==> src/rtl/wb_burst_fetch_pkg.sv <==
// -----------------------------------------------------------------------------
// wb_burst_fetch_pkg
// Shared types and constants for the Wishbone burst-fetch master.
//   fetch_state_e : master FSM states (IDLE, REQ, HOLD, BACKOFF)
//   WB_SEL_ALL    : full-word byte-select pattern
//   WB_DATA_W     : Wishbone data width
//   WB_ADDR_W     : Wishbone address width
// -----------------------------------------------------------------------------
package wb_burst_fetch_pkg;

  localparam int WB_DATA_W = 32;
  localparam int WB_ADDR_W = 32;

  localparam logic [3:0] WB_SEL_ALL = 4'hF;

  typedef enum logic [1:0] {
    IDLE    = 2'd0,
    REQ     = 2'd1,
    HOLD    = 2'd2,
    BACKOFF = 2'd3
  } fetch_state_e;

endpackage

==> src/rtl/wb_fetch_fifo.sv <==
// -----------------------------------------------------------------------------
// wb_fetch_fifo
// Synchronous FIFO holding fetched words for the downstream consumer.
// Ports:
//   clk, rst   : clock, asynchronous active-high reset (pointers/count only)
//   push_i     : write data_i (taken when not full, or full with a pop)
//   data_i     : write data
//   pop_i      : remove head entry (ignored when empty)
//   data_o     : head entry, forced to 0 while empty
//   empty_o    : no entries
//   full_o     : DEPTH entries
//   free_cnt_o : DEPTH - entries
// DEPTH must be a power of two so the pointers wrap naturally.
// -----------------------------------------------------------------------------
module wb_fetch_fifo #(
  parameter int DEPTH = 16,
  parameter int WIDTH = 32
) (
  input  logic                     clk,
  input  logic                     rst,
  input  logic                     push_i,
  input  logic [WIDTH-1:0]         data_i,
  input  logic                     pop_i,
  output logic [WIDTH-1:0]         data_o,
  output logic                     empty_o,
  output logic                     full_o,
  output logic [$clog2(DEPTH):0]   free_cnt_o
);

  localparam int AW = $clog2(DEPTH);

  logic [WIDTH-1:0] mem [DEPTH];
  logic [AW-1:0]    wr_ptr_q, rd_ptr_q;
  logic [AW:0]      cnt_q, cnt_d;
  logic             do_push, do_pop;

  assign empty_o    = (cnt_q == '0);
  assign full_o     = (cnt_q == (AW+1)'(DEPTH));
  assign free_cnt_o = (AW+1)'(DEPTH) - cnt_q;
  assign data_o     = empty_o ? '0 : mem[rd_ptr_q];

  assign do_pop  = pop_i && !empty_o;
  assign do_push = push_i && (!full_o || do_pop);

  always_comb begin
    // NOTE: assign a default before any branch so no path leaves cnt_d unassigned (which would infer a latch).
    cnt_d = cnt_q;
    case ({do_push, do_pop})
      2'b10:   cnt_d = cnt_q + 1'b1;
      2'b01:   cnt_d = cnt_q - 1'b1;
      default: cnt_d = cnt_q;
    endcase
  end

  always_ff @(posedge clk or posedge rst) begin
    if (rst) begin
      // NOTE: state registers use non-blocking assignment so every flop samples pre-edge values.
      wr_ptr_q <= '0;
      rd_ptr_q <= '0;
      cnt_q    <= '0;
    end else begin
      cnt_q <= cnt_d;
      if (do_push) wr_ptr_q <= wr_ptr_q + 1'b1;
      if (do_pop)  rd_ptr_q <= rd_ptr_q + 1'b1;
    end
  end

  // NOTE: storage has no reset; the empty count already makes stale entries unreachable.
  always_ff @(posedge clk) begin
    if (do_push) mem[wr_ptr_q] <= data_i;
  end

endmodule

==> src/rtl/wb_burst_fetch.sv <==
// -----------------------------------------------------------------------------
// wb_burst_fetch
// Wishbone B3 classic read master: fetches word_cnt words from consecutive
// addresses starting at base_adr into a FIFO and hands them to a valid/ready
// consumer.
// Ports:
//   clk, rst                  : clock, asynchronous active-high reset
//   start/base_adr/word_cnt   : launch a fetch (sampled only when idle)
//   busy/done/err             : status (done is a pulse, err is sticky)
//   CYC_O..WE_O, DAT_I..RTY_I : Wishbone master port
//   pix_data/valid/ready      : downstream stream
// Optional build macro WB_BURST_FETCH_STATS_EN adds saturating counters
// retry_total (RTY responses) and words_total (accepted words).
// -----------------------------------------------------------------------------
module wb_burst_fetch
  import wb_burst_fetch_pkg::*;
#(
  parameter int FIFO_DEPTH = 16,
  parameter int MAX_RETRY  = 8,
  parameter int ADDR_STEP  = 4
) (
  input  logic                 clk,
  input  logic                 rst,
  input  logic                 start,
  input  logic [WB_ADDR_W-1:0] base_adr,
  input  logic [15:0]          word_cnt,
  output logic                 busy,
  output logic                 done,
  output logic                 err,
  output logic                 CYC_O,
  output logic                 STB_O,
  output logic [WB_ADDR_W-1:0] ADR_O,
  output logic [3:0]           SEL_O,
  output logic                 WE_O,
  input  logic [WB_DATA_W-1:0] DAT_I,
  input  logic                 ACK_I,
  input  logic                 ERR_I,
  input  logic                 RTY_I,
`ifdef WB_BURST_FETCH_STATS_EN
  output logic [15:0]          retry_total,
  output logic [31:0]          words_total,
`endif
  output logic [WB_DATA_W-1:0] pix_data,
  output logic                 pix_valid,
  input  logic                 pix_ready
);

  localparam int FW = $clog2(FIFO_DEPTH) + 1;
  localparam int RW = $clog2(MAX_RETRY + 1);

  fetch_state_e         state_q, state_d;
  logic [WB_ADDR_W-1:0] adr_q, adr_d;
  logic [15:0]          rem_q, rem_d;
  logic [RW-1:0]        retry_q, retry_d;
  logic                 done_q, done_d;
  logic                 err_q, err_d;
  logic                 push_d, push_q;
  logic [WB_DATA_W-1:0] push_data_q;

  logic                 bus_req;
  logic                 fifo_empty, fifo_full, fifo_pop;
  logic [FW-1:0]        fifo_free, eff_free;

  // An accepted word spends one cycle in push_data_q before entering the
  // FIFO (registered output path), so its slot is reserved here already.
  assign eff_free = fifo_free - FW'(push_q);
  assign bus_req  = (state_q == REQ);

  always_comb begin
    state_d = state_q;
    adr_d   = adr_q;
    rem_d   = rem_q;
    retry_d = retry_q;
    done_d  = 1'b0;
    err_d   = err_q;
    push_d  = 1'b0;
    case (state_q)
      IDLE: begin
        if (start) begin
          err_d   = 1'b0;
          retry_d = '0;
          if (word_cnt == 16'd0) begin
            done_d = 1'b1;
          end else begin
            adr_d   = base_adr;
            rem_d   = word_cnt;
            // HOLD doubles as the launch cycle: it gives the one-cycle gap
            // before the first strobe and also checks FIFO space.
            state_d = HOLD;
          end
        end
      end
      REQ: begin
        if (ERR_I) begin
          err_d   = 1'b1;
          done_d  = 1'b1;
          state_d = IDLE;
        end else if (RTY_I) begin
          if (retry_q == RW'(MAX_RETRY - 1)) begin
            err_d   = 1'b1;
            done_d  = 1'b1;
            state_d = IDLE;
          end else begin
            retry_d = retry_q + 1'b1;
            state_d = BACKOFF;
          end
        end else if (ACK_I) begin
          push_d  = 1'b1;
          adr_d   = adr_q + WB_ADDR_W'(ADDR_STEP);
          rem_d   = rem_q - 16'd1;
          retry_d = '0;
          if (rem_q == 16'd1) begin
            done_d  = 1'b1;
            state_d = IDLE;
          end else if (eff_free == FW'(1)) begin
            state_d = HOLD;
          end
        end
      end
      HOLD: begin
        if (eff_free != '0) state_d = REQ;
      end
      BACKOFF: begin
        state_d = REQ;
      end
      default: state_d = IDLE;
    endcase
  end

  always_ff @(posedge clk or posedge rst) begin
    if (rst) begin
      state_q     <= IDLE;
      adr_q       <= '0;
      rem_q       <= '0;
      retry_q     <= '0;
      done_q      <= 1'b0;
      err_q       <= 1'b0;
      push_q      <= 1'b0;
      push_data_q <= '0;
    end else begin
      state_q <= state_d;
      adr_q   <= adr_d;
      rem_q   <= rem_d;
      retry_q <= retry_d;
      done_q  <= done_d;
      err_q   <= err_d;
      push_q  <= push_d;
      if (push_d) push_data_q <= DAT_I;
    end
  end

  wb_fetch_fifo #(
    .DEPTH (FIFO_DEPTH),
    .WIDTH (WB_DATA_W)
  ) u_fifo (
    .clk        (clk),
    .rst        (rst),
    .push_i     (push_q),
    .data_i     (push_data_q),
    .pop_i      (fifo_pop),
    .data_o     (pix_data),
    .empty_o    (fifo_empty),
    .full_o     (fifo_full),
    .free_cnt_o (fifo_free)
  );

  assign pix_valid = !fifo_empty;
  assign fifo_pop  = pix_valid && pix_ready;

  // Bus outputs decode straight from the async-reset state register, so
  // CYC_O/STB_O fall the instant rst rises.
  assign CYC_O = bus_req;
  assign STB_O = bus_req;
  assign SEL_O = bus_req ? WB_SEL_ALL : 4'h0;
  assign WE_O  = 1'b0;
  assign ADR_O = adr_q;
  assign busy  = (state_q != IDLE);
  assign done  = done_q;
  assign err   = err_q;

  // The reserved-slot scheme must never let a staged word meet a full FIFO.
  no_overflow_a : assert property (@(posedge clk) disable iff (rst)
    !(push_q && fifo_full && !fifo_pop));

`ifdef WB_BURST_FETCH_STATS_EN
  logic [15:0] retry_total_q;
  logic [31:0] words_total_q;

  always_ff @(posedge clk or posedge rst) begin
    if (rst) begin
      retry_total_q <= '0;
      words_total_q <= '0;
    end else begin
      if (bus_req && !ERR_I && RTY_I && (retry_total_q != '1))
        retry_total_q <= retry_total_q + 16'd1;
      if (push_d && (words_total_q != '1))
        words_total_q <= words_total_q + 32'd1;
    end
  end

  assign retry_total = retry_total_q;
  assign words_total = words_total_q;
`endif

endmodule

==> config.mk <==
export PLATFORM = sky130hd
export DESIGN_NAME = wb_burst_fetch
export DESIGN_NICKNAME = d
export VERILOG_FILES = /design/src/rtl/wb_burst_fetch_pkg.sv /design/src/rtl/wb_fetch_fifo.sv /design/src/rtl/wb_burst_fetch.sv
export SDC_FILE = /design/constraint.sdc
export NUM_CORES = 1
export LEC_CHECK = 0
export BUFFER_PORTS_ARGS = -buffer_cell sky130_fd_sc_hd__clkbuf_2
export CAP_MARGIN = 15
export CORE_MARGIN = 4
export CORE_UTILIZATION = 50
export CTS_CLUSTER_DIAMETER = 120
export DETAILED_ROUTE_END_ITERATION = 10
export PLACE_DENSITY = 0.75
export SLEW_MARGIN = 10
export SYNTH_ARGS = -nofsm -noshare
export SYNTH_HDL_FRONTEND = slang
export SYNTH_HIERARCHICAL = 1
export SYNTH_SLANG_ARGS = --single-unit
==> constraint.sdc <==
create_clock -name clk -period 4.3 [get_ports clk]
set_input_delay 0.43 -clock clk [delete_from_list [all_inputs] [get_ports clk]]
set_output_delay 0.43 -clock clk [all_outputs]
set_load 0.01 [all_outputs]
# Word level (Yosys, flattened, before mapping)

Memory sizes are Yosys's and may differ from the RTL's.
Index checks and enable logic that the tools add are counted.

Input port bits: 87
Memories kept: 1
RAM bits: 512
Bits in registers: 102

Memories:

| memory     | depth | bits a word | read ports | clocked after Yosys merged registers in | wr ports | RTL line            | text |
|---|---|---|---|---|---|---|---|
| u_fifo.mem | 16    | 32          | 1          | 0                                       | 1        | wb_fetch_fifo.sv:32 | `logic [WIDTH-1:0] mem [DEPTH];` |

Reductions and logical operators: 17
Mux-type cells: 50
Add/subtract/negate cells: 9
Eq/ne operators: 21

Operators with widths:

| cell                                                  | number |
|---|---|
| two-way mux 32 bit                                    | 6 |
| two-way mux 16 bit                                    | 5 |
| one-hot mux 32 bit (2 select lines)                   | 1 |
| adder 32 x 3 -> 32 bit (second input constant)        | 1 |
| one-hot mux 16 bit (2 select lines)                   | 1 |
| two-way mux 4 bit                                     | 6 |
| two-way mux 2 bit                                     | 9 |
| two-way mux 1 bit                                     | 17 |
| equality test 16 x 1 -> 1 bit (second input constant) | 1 |
| zero test 16 bit                                      | 1 |
| subtractor 16 x 1 -> 16 bit (second input constant)   | 1 |
| adder 4 x 1 -> 4 bit (second input constant)          | 3 |
| inequality test 2 bit (second input constant)         | 6 |
| one-hot mux 5 bit (2 select lines)                    | 1 |
| AND reduction 5 bit                                   | 2 |
| inequality test 3 bit (second input constant)         | 3 |
| one-hot mux 2 bit (4 select lines)                    | 1 |
| one-hot mux 4 bit (2 select lines)                    | 1 |
| equality test 2 bit (second input constant)           | 3 |
| AND reduction 6 bit                                   | 1 |
| nonzero test 2 bit                                    | 3 |
| adder 5 x 1 -> 5 bit (second input constant)          | 1 |
| equality test 5 x 1 -> 1 bit (second input constant)  | 1 |
| equality test 5 bit (second input constant)           | 1 |
| other kinds (16)                                      | 21 |

# Logic depth before layout (Yosys ltp)

Gate-level depths: netlist of the first run.

Word-level depth: 9
Depth in mapped cells: 19
Mapped depth without buffers: 15

# Cells and area by module

The synthesis of the first run kept the hierarchy.

By module, submodules not included:

| module         | cells an instance | instances | area an instance (um^2) | sequential area each (um^2) |
|---|---|---|---|---|
| wb_fetch_fifo  | 951               | 1         | 20583.5                 | 15700.1 |
| wb_burst_fetch | 576               | 1         | 4914.7                  | 2227.1 |

# Least setup slack after synthesis of the first run

No wires, ideal clock.

Path type: register to register
Start: register u_fifo.cnt_q[0]
End: memory u_fifo.mem[3][0] (enable)
Arrival time: 4172 ps
Path slack: -333 ps
Library setup time: 461 ps
Buffers on the path: 2
Stages on the path, launching flop included: 12
Path through: dfrtp_1 > inv_1 > ha_1 > nor3b_1 > ha_1 > nor2b_1 > nor2b_1 > clkbuf_1 > o21a_1 > buf_2 > nand2_1 > nor3_1

Word-level cells in the longest chain between the ends: 8
Elaborated cells between the ends (all ways): 10
Classes of those cells: eq/ne (1); mux (2); reduce/logical (7)

RTL lines:

| item                                    | RTL line              | text |
|---|---|---|
| start: declaration                      | wb_fetch_fifo.sv:34   | `logic [AW:0] cnt_q, cnt_d;` |
| start signal: assignment                | wb_fetch_fifo.sv:62   | `cnt_q <= cnt_d;` |
| zero test 5 bit                         | wb_fetch_fifo.sv:37   | `assign empty_o = (cnt_q == '0);` |
| named net fifo_empty                    | wb_burst_fetch.sv:61  | `logic fifo_empty, fifo_full, fifo_pop;` |
| zero test 1 bit                         | wb_burst_fetch.sv:167 | `assign pix_valid = !fifo_empty;` |
| logical AND 1 bit                       | wb_burst_fetch.sv:168 | `assign fifo_pop = pix_valid && pix_ready;` |
| named net fifo_pop                      | wb_burst_fetch.sv:61  |  |
| logical AND 1 bit                       | wb_fetch_fifo.sv:42   | `assign do_pop = pop_i && !empty_o;` |
| named net u_fifo.do_pop                 | wb_fetch_fifo.sv:35   | `logic do_push, do_pop;` |
| logical OR 1 bit                        | wb_fetch_fifo.sv:43   | `assign do_push = push_i && (!full_o \|\| do_pop);` |
| logical AND 1 bit                       | wb_fetch_fifo.sv:43   |  |
| two-way mux 1 bit                       | wb_fetch_fifo.sv:70   | `if (do_push) mem[wr_ptr_q] <= data_i;` |
| two-way mux 1 bit (implied by the code) | wb_fetch_fifo.sv:70   |  |
| end: declaration                        | wb_fetch_fifo.sv:32   |  |

The timed path passes the listed nets, and every way through them passes these cells.

# Worst setup path in the final report of the first run

Start: register u_fifo.cnt_q[0]
End: register u_fifo.cnt_q[4]

Word-level cells in the longest chain between the ends: 8
Elaborated cells between the ends (all ways): 14
Classes of those cells: add/sub (2); eq/ne (3); mux (1); reduce/logical (8)

RTL lines:

| item                                                                            | RTL line              | text |
|---|---|---|
| zero test 5 bit (*)                                                             | wb_fetch_fifo.sv:37   |  |
| named net fifo_empty                                                            | wb_burst_fetch.sv:61  |  |
| zero test 1 bit (*)                                                             | wb_burst_fetch.sv:167 |  |
| logical AND 1 bit (*)                                                           | wb_burst_fetch.sv:168 |  |
| named net fifo_pop                                                              | wb_burst_fetch.sv:61  |  |
| logical AND 1 bit (*)                                                           | wb_fetch_fifo.sv:42   |  |
| logical OR 1 bit                                                                | wb_fetch_fifo.sv:43   |  |
| logical AND 1 bit                                                               | wb_fetch_fifo.sv:43   |  |
| equality test 2 x 1 -> 1 bit / equality test 2 bit (equally long branches)      | wb_fetch_fifo.sv:48   | `case ({do_push, do_pop})` |
| one-hot mux 5 bit (2 select lines) / nonzero test 2 bit (equally long branches) | -                     |  |

Mark *: on every way through the listed nets, which the timed path passes. The rest lies on a longest branch.
A chain may end at the register's enable or synchronous reset.

==> summary.md, run 1 <==
| Metric | Value |
|---|---|
| Die area | `around 55000 sq um` |
| CTS Buffer Depth | `3` |
| DRT Wirelength | `roughly 58000 um` |
| Setup TNS | `0 ps` |
| Endpoints failing hold | `0` |
| Synth area leader | `edfxtp_1` |
| Area grow syn2layout | `15.19%` |
| Initial antenna violation count | `1` |
| Die height | `about 230 um` |
| Avg Inst Size Synth | `~17 sq um` |
| Worst path cell trace | `inv_1 > ha_1 > nor3b_1 > ha_1 > nor2b_1 > nor2b_1 > buf_4 > o21a_1 > inv_1 > ha_1 > xor2_1 > ha_1 > a21oi_1 > or3b_1 > a31oi_1 > xnor2_1` |
| Seq/Total Area, Yosys | `70.31%` |
| Worst-path clk slew | `about 60 ps` |
| Startpoint types | `flip-flop` |
| Root buffer cell | `clkbuf_16` |
| Gr usage total | `21.44%` |
| Fin nets | `1822` |
| CP Capture Type | `flip-flop` |
| Detailed Routing Iterations Pass 1 | `5` |
| Run status | `completed` |
| CTS tree | `yes` |
| Number of nets with antenna violations after routing | `0` |
| Max cap viols | `0` |
| Initial core utilization | `roughly half` |
| WL per Instance | `approximately 24 um` |
| Pwr Total | `20.00 mW` |
| Post-CTS Setup Bufs | `0` |
| Skew-Pair Late Insertion Delay | `around 650 ps` |
| Worst Tran Pin Value | `between 1000 and 1500 ps` |
| Max Freq | `between 200 and 300 MHz` |
| Bufs and invs on worst path | `3` |
| Gr ovfl total | `0` |
| Async set-reset flop share out of synthesis | `between 10% and 20%` |
| Drt via density | `around 6` |
| TritonCTS Sinks | `about 600` |
| Area occupied by multi-input gates | `around 7000 sq um` |
| Required time worst endpoint | `roughly 4800 ps` |
| Hold buffer count at CTS | `31` |
| Post-Syn Instances | `1527` |
| Worst slew margin | `between 30% and 40%` |
| Final Max Slew Viols | `0` |
| Net Count, Synth | `1631` |
| Routability Congestion | `roughly 0.83` |
| Pin count of the biggest net entering global routing | `82` |
| Core ar. | `50270 sq um` |
| Initial DRC Count | `1377` |
| DRC Markers | `0` |
| Site row count | `slightly above 80` |
| DP Wirelength | `approximately 35000 um` |
| Num ports | `between 150 and 200` |
| CP Max Fanout | `9` |
| H-tree Lvls | `2` |
| Storage cell area | `~18000 sq um` |
| Number of fill cells | `approximately 3700` |
| Die Width | `approximately 230 um` |
| Final setup margin | `501.5 ps` |
| Max VDD drop | `531.5 uV` |
| Total CTS buffers | `60` |
| PD cells | `680.8 nW/um^2` |
| Final period utilization | `88.34%` |
| Post-route insts no fill | `around 2400` |
| Dpl cells | `2297` |
| Number of buffers added on ports | `between 150 and 200` |
| Post-CTS Resized | `0` |
| Layout cells sized above 1 | `between 20% and 30%` |
| Vias in the first global route | `approximately 15000` |
| RSZ-0062 raised after global routing | `false` |
| Critical Path AT | `roughly 4300 ps` |
| Pre-CTS setup slack | `between 500 and 600 ps` |
| Post-route minimum period | `between 3000 and 4000 ps` |
| Ranking of synthesized cells by area | `edfxtp_1, dfrtp_1, mux4_2` |
| Global-route wire length before repair | `approximately 89000 um` |
| Post-synth top area share | `60.30%` |
| Worst path max stage delay | `450 ps` |
| Top delay family on crit path | `adder cells` |
| Warnings, synthesis | `6` |
| Most used cell, CP | `ha_1` |
| WS Path Type | `flip-flop to flip-flop` |
| Post-synth EDFFs | `~510` |
| #FFs+latches synth | `a little over 600` |
| Routed vias | `about 15000` |
| Final Skew | `44.27 ps` |
| Leak | `between 10 and 15 nW` |
| CP max stage cell | `dfrtp_1` |
| Final setup fails | `0` |
| Worst hold path type | `primary input to flip-flop` |
| Main synth FF type | `edfxtp_1` |
| Synthesized area | `approximately 25000 sq um` |
| Netlist cell types | `around 80` |
==> final cells by class <==
type / instances / share of cell area, %
Inverter: 24 / 0.3152
Clock inverter: 32 / 1.031
Multi-Input combinational cell: 793 / 23.87
Antenna cell: 1 / 0.008520
Clock buffer: 80 / 5.640
Timing Repair Buffer: 225 / 5.206
Sequential cell: 614 / 61.07
Tap cell: 672 / 2.863
==> logic make-up after synthesis <==
logic type | count (synthesis) | share of synthesized area [%]
flip-flops | 614 | 70.31
adder cells (fa/ha/maj) | 17 | 0.8342
buffers and inverters | 120 | 2.768
AND/OR/NAND/NOR | 350 | 6.556
XOR/XNOR | 17 | 0.5839
multiplexers | 182 | 12.76
AO/OA/AOI/OAI | 226 | 6.173
other | 1 | 0.01471
==> report_power, final <==
part	switching (mW)	total [mW]	internal (mW)
sequential	1.34	9.02	7.68
clock	2.23	5.13	2.90
combinational	3.25	5.84	2.59
==> per-layer routing <==
layer / up-vias / global-route usage (%) / wire (um)
met1: 7385 / 29.04 / 22720
met3: 92 / 3.243 / 4273
li1: 6388 / - / -
met4: 0 / 6.294 / 1440
met5: - / 0 / 0
met2: 707 / 36.48 / 29630
==> metrics by stage <==
step | hold WS (ps) | utilization (%) | cell area [sq um]
6_report | 41.38 | 58.42 | 29370
5_1_grt | 31.64 | 58.42 | 29370
3_3_place_gp | 487.2 | 53.90 | 27100
4_1_cts | 3.296 | 58.42 | 29370
2_1_floorplan | 307.0 | - | 25520
3_5_place_dp | 489.6 | 53.90 | 27100
==> flip-flops by register name, indices dropped and copies added, names as in the netlist <==
| register | cells |
|---|---|
| retry_q | 4 |
| u_fifo/mem | 512 |
| ADR_O | 32 |
| state_q | 2 |
| done | 1 |
| rem_q | 16 |
| u_fifo/rd_ptr_q | 4 |
| push_q | 1 |
| u_fifo/wr_ptr_q | 4 |
| err | 1 |
| u_fifo/cnt_q | 5 |
| push_data_q | 32 |
==> layout by cell type (no fill, tap or decap), types with 16 or more instances in the layout <==
cell type,count
nand4_1,23
buf_4,21
a21oi_1,49
inv_1,21
nand2_1,171
mux2i_1,66
dfrtp_1,99
nor2_1,47
edfxtp_1,512
clkbuf_2,160
dlygate4sd3_1,31
ha_1,17
clkbuf_16,60
o22ai_1,24
mux4_2,105
a32oi_1,16
o21ai_0,39
==> synth_stat cells (3+ instances only) <==
cell / instances
a21oi_1: 49
a221o_1: 6
a22o_1: 9
a22oi_1: 11
a31oi_1: 11
a32oi_1: 16
and2_1: 5
and3_1: 15
and4_1: 5
buf_1: 10
buf_12: 4
buf_2: 22
buf_4: 18
buf_6: 11
clkbuf_1: 29
dfrtp_1: 102
edfxtp_1: 512
ha_1: 17
inv_1: 22
mux2_2: 4
mux2i_1: 66
mux4_1: 7
mux4_2: 105
nand2_1: 171
nand2b_1: 6
nand3_1: 14
nand4_1: 23
nor2_1: 59
nor2b_1: 8
nor3_1: 12
nor3b_1: 6
nor4_1: 6
o211ai_1: 6
o211ai_2: 9
o21a_1: 4
o21ai_0: 39
o21ai_1: 5
o22a_1: 11
o22ai_1: 24
o2bb2a_2: 3
or2_2: 3
xnor2_1: 12
xor2_1: 5
==> path summary, 6_finish.rpt <==
kind	cells after the start	start	end	slack, ps
max reg2reg	16	u_fifo/cnt_q[0]	u_fifo/cnt_q[4]	500
max in group asynchronous	4	rst	ADR_O[5]	2670
min reg2reg	1	rem_q[11]	rem_q[11]	510
min in group asynchronous	3	rst	u_fifo/cnt_q[3]	470
min	2	base_adr[0]	ADR_O[0]	40
max	16	u_fifo/cnt_q[0]	u_fifo/cnt_q[4]	500
No activity file was read; power rests on OpenSTA's default activity.
==> run 2, diff against run 1 <==
- CORE_UTILIZATION: 50 -> 45
- PLACE_DENSITY: 0.75 -> 0.69
==> run 2 against run 1 <==
Combinational power fell by 1%. Clock power increased by 5.3%. Largest cell class unchanged. Sequential share of layout area shrank 0.30 points. Register-to-register slack got worse by 60 ps. First-iteration DRC count decreased by 12%. Fmax down 1.6%. Hold slack gained 5.0 ps. Via count decreased by 0.69%.
==> summary.md, run 2 (synthesis results as in run 1) <==
| Metric | Value |
|---|---|
| Run status | `completed` |
| Gr ovfl total | `0 (unchanged)` |
| Layout Utilization | `53.06% (-5.4 points)` |
| Reg-to-reg slack, setup | `440 ps (-60 ps)` |
| Post-route minimum period | `3860 ps (+61.48 ps)` |
| TritonCTS Sinks | `614 (unchanged)` |
| Leak | `10.48 nW (+0.22%)` |
| Required time worst endpoint | `4830 ps (about the same)` |
| Final period utilization | `89.77% (+1.4 points)` |
| Sw Ratio | `33.91% (-0.19 points)` |
| CP Max Fanout | `9 (unchanged)` |
| Final Max Slew Viols | `0 (unchanged)` |
| Post-route insts no fill | `2518 (+3.2%)` |
| Pre-CTS setup slack | `543.0 ps (+4.081 ps)` |
| Power Internal | `13.40 mW (+1.7%)` |
| R2r startpoint | `u_fifo/cnt_q[0]` |
| Max VDD drop | `441.9 uV (-17%)` |
| HP Start | `DAT_I[21]` |
| Metal3 WL | `4334 um (+1.4%)` |
| Area grow syn2layout | `15.77%` |
| DP Wirelength | `35640 um (+2.4%)` |
| Post-CTS Resized | `0 (unchanged)` |
| Layout cells sized above 1 | `25.42% (+0.31 points)` |
| Most frequent cells in the layout | `edfxtp_1, nand2_1, clkbuf_2` |
| Die Width | `246.0 um (+5.2%)` |
| DRC Markers | `0 (unchanged)` |
| Max cap viols | `0 (unchanged)` |
| CP Capture Type | `flip-flop` |
| Routability Congestion | `0.8367 (+0.28%)` |
| Reg2reg end | `u_fifo/cnt_q[4]` |
| Clock power frac | `26.6% (+0.9 points)` |
| Initial DRC Count | `1206 (-12%)` |
| Worst hold path type | `primary input to flip-flop` |
| Max reg flops | `512 (unchanged)` |
| Initial antenna violation count | `0 (-1)` |
| Final setup margin | `440.1 ps (-61.48 ps)` |
| Gr usage total | `19.28% (-2.2 points)` |
| Vias in the first global route | `14900 (-0.21%)` |
| RSZ-0062 raised after global routing | `false` |
| Die area | `60540 sq um (+11%)` |
| Skew-Pair Late Insertion Delay | `620 ps (-30 ps)` |
| Dpl cells | `2373 (+3.3%)` |
| Antenna fix cells | `0 (-1)` |
| Design area | `29520 sq um (+0.50%)` |
| Met1 WL | `24130 um (+6.2%)` |
| Commonest non-fill, non-tap cell in the layout | `edfxtp_1` |
| Critical Path AT | `4390 ps (+50 ps)` |
| Routed vias | `14470 (-0.69%)` |
| Endpoints failing hold | `0 (unchanged)` |
| Number of nets with antenna violations after routing | `0 (unchanged)` |
| Psw | `6.878 mW (+0.87%)` |
| Global-route wire length before repair | `89830 um (+0.61%)` |
| Hold worst-path end | `push_data_q[21]` |
| Site row count | `86 (+4.9%)` |
| CTS tree | `yes` |
| Startpoint types | `flip-flop` |
| PD cells | `687.1 nW/um^2 (+0.93%)` |
| DRT Wirelength | `58020 um (about the same)` |
| Setup TNS | `0 ps (unchanged)` |
| Worst Tran Pin Value | `1044 ps (+11.30 ps)` |
| Detailed Routing Iterations Pass 1 | `5 (unchanged)` |
| Core ar. | `55630 sq um (+11%)` |
| Placed Area | `27150 sq um (+0.18%)` |
| Total CTS buffers | `61 (+1.7%)` |
| Root buffer cell | `clkbuf_16` |
| Worst slew margin | `30.23% (-0.77 points)` |
| Drt via density | `5.747 (-3.7%)` |
| Fin nets | `1823 (+0.055%)` |
| Combinational Power Share | `28.4% (-0.8 points)` |
| Met2 WL post-DR | `28250 um (-4.7%)` |
| Part of the power in registers | `44.9% (-0.2 points)` |
| R2R cell count | `16 (unchanged)` |
| Die height | `246.0 um (+5.2%)` |
| Max Freq | `259.1 MHz (-1.6%)` |
| Number of buffers added on ports | `160 (unchanged)` |
| Num ports | `162 (unchanged)` |
| H-tree Lvls | `2 (unchanged)` |
| Post-CTS Setup Bufs | `0 (unchanged)` |
| WL per Instance | `23.04 um (-3.1%)` |
| Pin count of the biggest net entering global routing | `82 (unchanged)` |
| Hold path depth | `3 (+1)` |
| Initial core utilization | `45.83% (-4.9 points)` |
| WS Path Type | `flip-flop to flip-flop` |
| Final setup fails | `0 (unchanged)` |
| Worst-path clk slew | `60 ps (about the same)` |
| CTS Buffer Depth | `3 (unchanged)` |
| Top routing layer in use | `met4` |
| Final Skew | `18.04 ps (-26.23 ps)` |
| Top reg by flops | `u_fifo/mem` |
run 2: cell count changes in the layout (fill, tap and decap cells not counted), moves of 4 or more:
cell | before | now
buf_12 | 13 | 9
clkbuf_8 | 8 | 0
clkinvlp_4 | 2 | 7
clkbuf_1 | 12 | 6
buf_4 | 21 | 25
bufinv_16 | 3 | 8
run 2: what timing repair did:
| item | 4_1_cts | 5_1_grt |
|---|---|---|
| hold endpoints to repair | 75 | 0 |
| setup endpoints to repair | 0 | 0 |
| hold buffers | 31 | 0 |
run 2: cell type report:
class	instances	area, sq um
clock buffer	68	1574
clock inverter	46	488.0
fill	4440	26110
inverter	24	92.59
multi-input combinational	793	7010
sequential	614	17940
tap	748	935.9
timing repair buffer	225	1479
run 2: per-stage QoR:
step	power, mW	hold slack [ps]
finish	20.28	46.42
global route	21.38	31.94
CTS	20.48	11.31
detailed placement	15.02	494.0
global placement	14.85	490.6
floorplan	12.99	307.0
run 2: critical path, stage by stage (launching register included):
cell	delay [ps]
dfrtp_1	440
inv_1	110
ha_1	180
nor3b_1	290
ha_1	370
nor2b_1	70
nor2b_1	130
buf_4	170
o21a_1	270
inv_1	120
ha_1	360
xor2_1	210
ha_1	250
a21oi_1	100
or3b_1	370
a31oi_1	200
xnor2_1	140
run 2: how the worst max path moves through the flow:
| stage | from | cells after the start | end |
|---|---|---|---|
| 2_1_floorplan | u_fifo/cnt_q[0] | 11 | u_fifo/mem[15][0] |
| 3_3_place_gp | u_fifo/cnt_q[1] | 16 | u_fifo/cnt_q[4] |
| 6_report | u_fifo/cnt_q[0] | 16 | u_fifo/cnt_q[4] |
| 3_5_place_dp | u_fifo/cnt_q[1] | 16 | u_fifo/cnt_q[4] |
| 5_1_grt | u_fifo/cnt_q[1] | 16 | u_fifo/cnt_q[4] |
| 4_1_cts | u_fifo/cnt_q[1] | 16 | u_fifo/cnt_q[4] |
run 2: power by group through the flow:
stage / sequential (mW) / combinational (mW) / clock [mW]
finish: 9.11 / 5.77 / 5.40
CTS: 9.12 / 5.84 / 5.52
detailed placement: 9.24 / 5.79 / 0
global route: 9.30 / 6.29 / 5.79
floorplan: 8.51 / 4.48 / 0
global placement: 9.15 / 5.69 / 0
run 2: routing by layer:
metal,vias to the layer above,GRT usage [%]
met4,0,5.273
met3,79,3.896
met1,7463,26.75
li1,6403,-
met5,-,0
met2,527,31.43
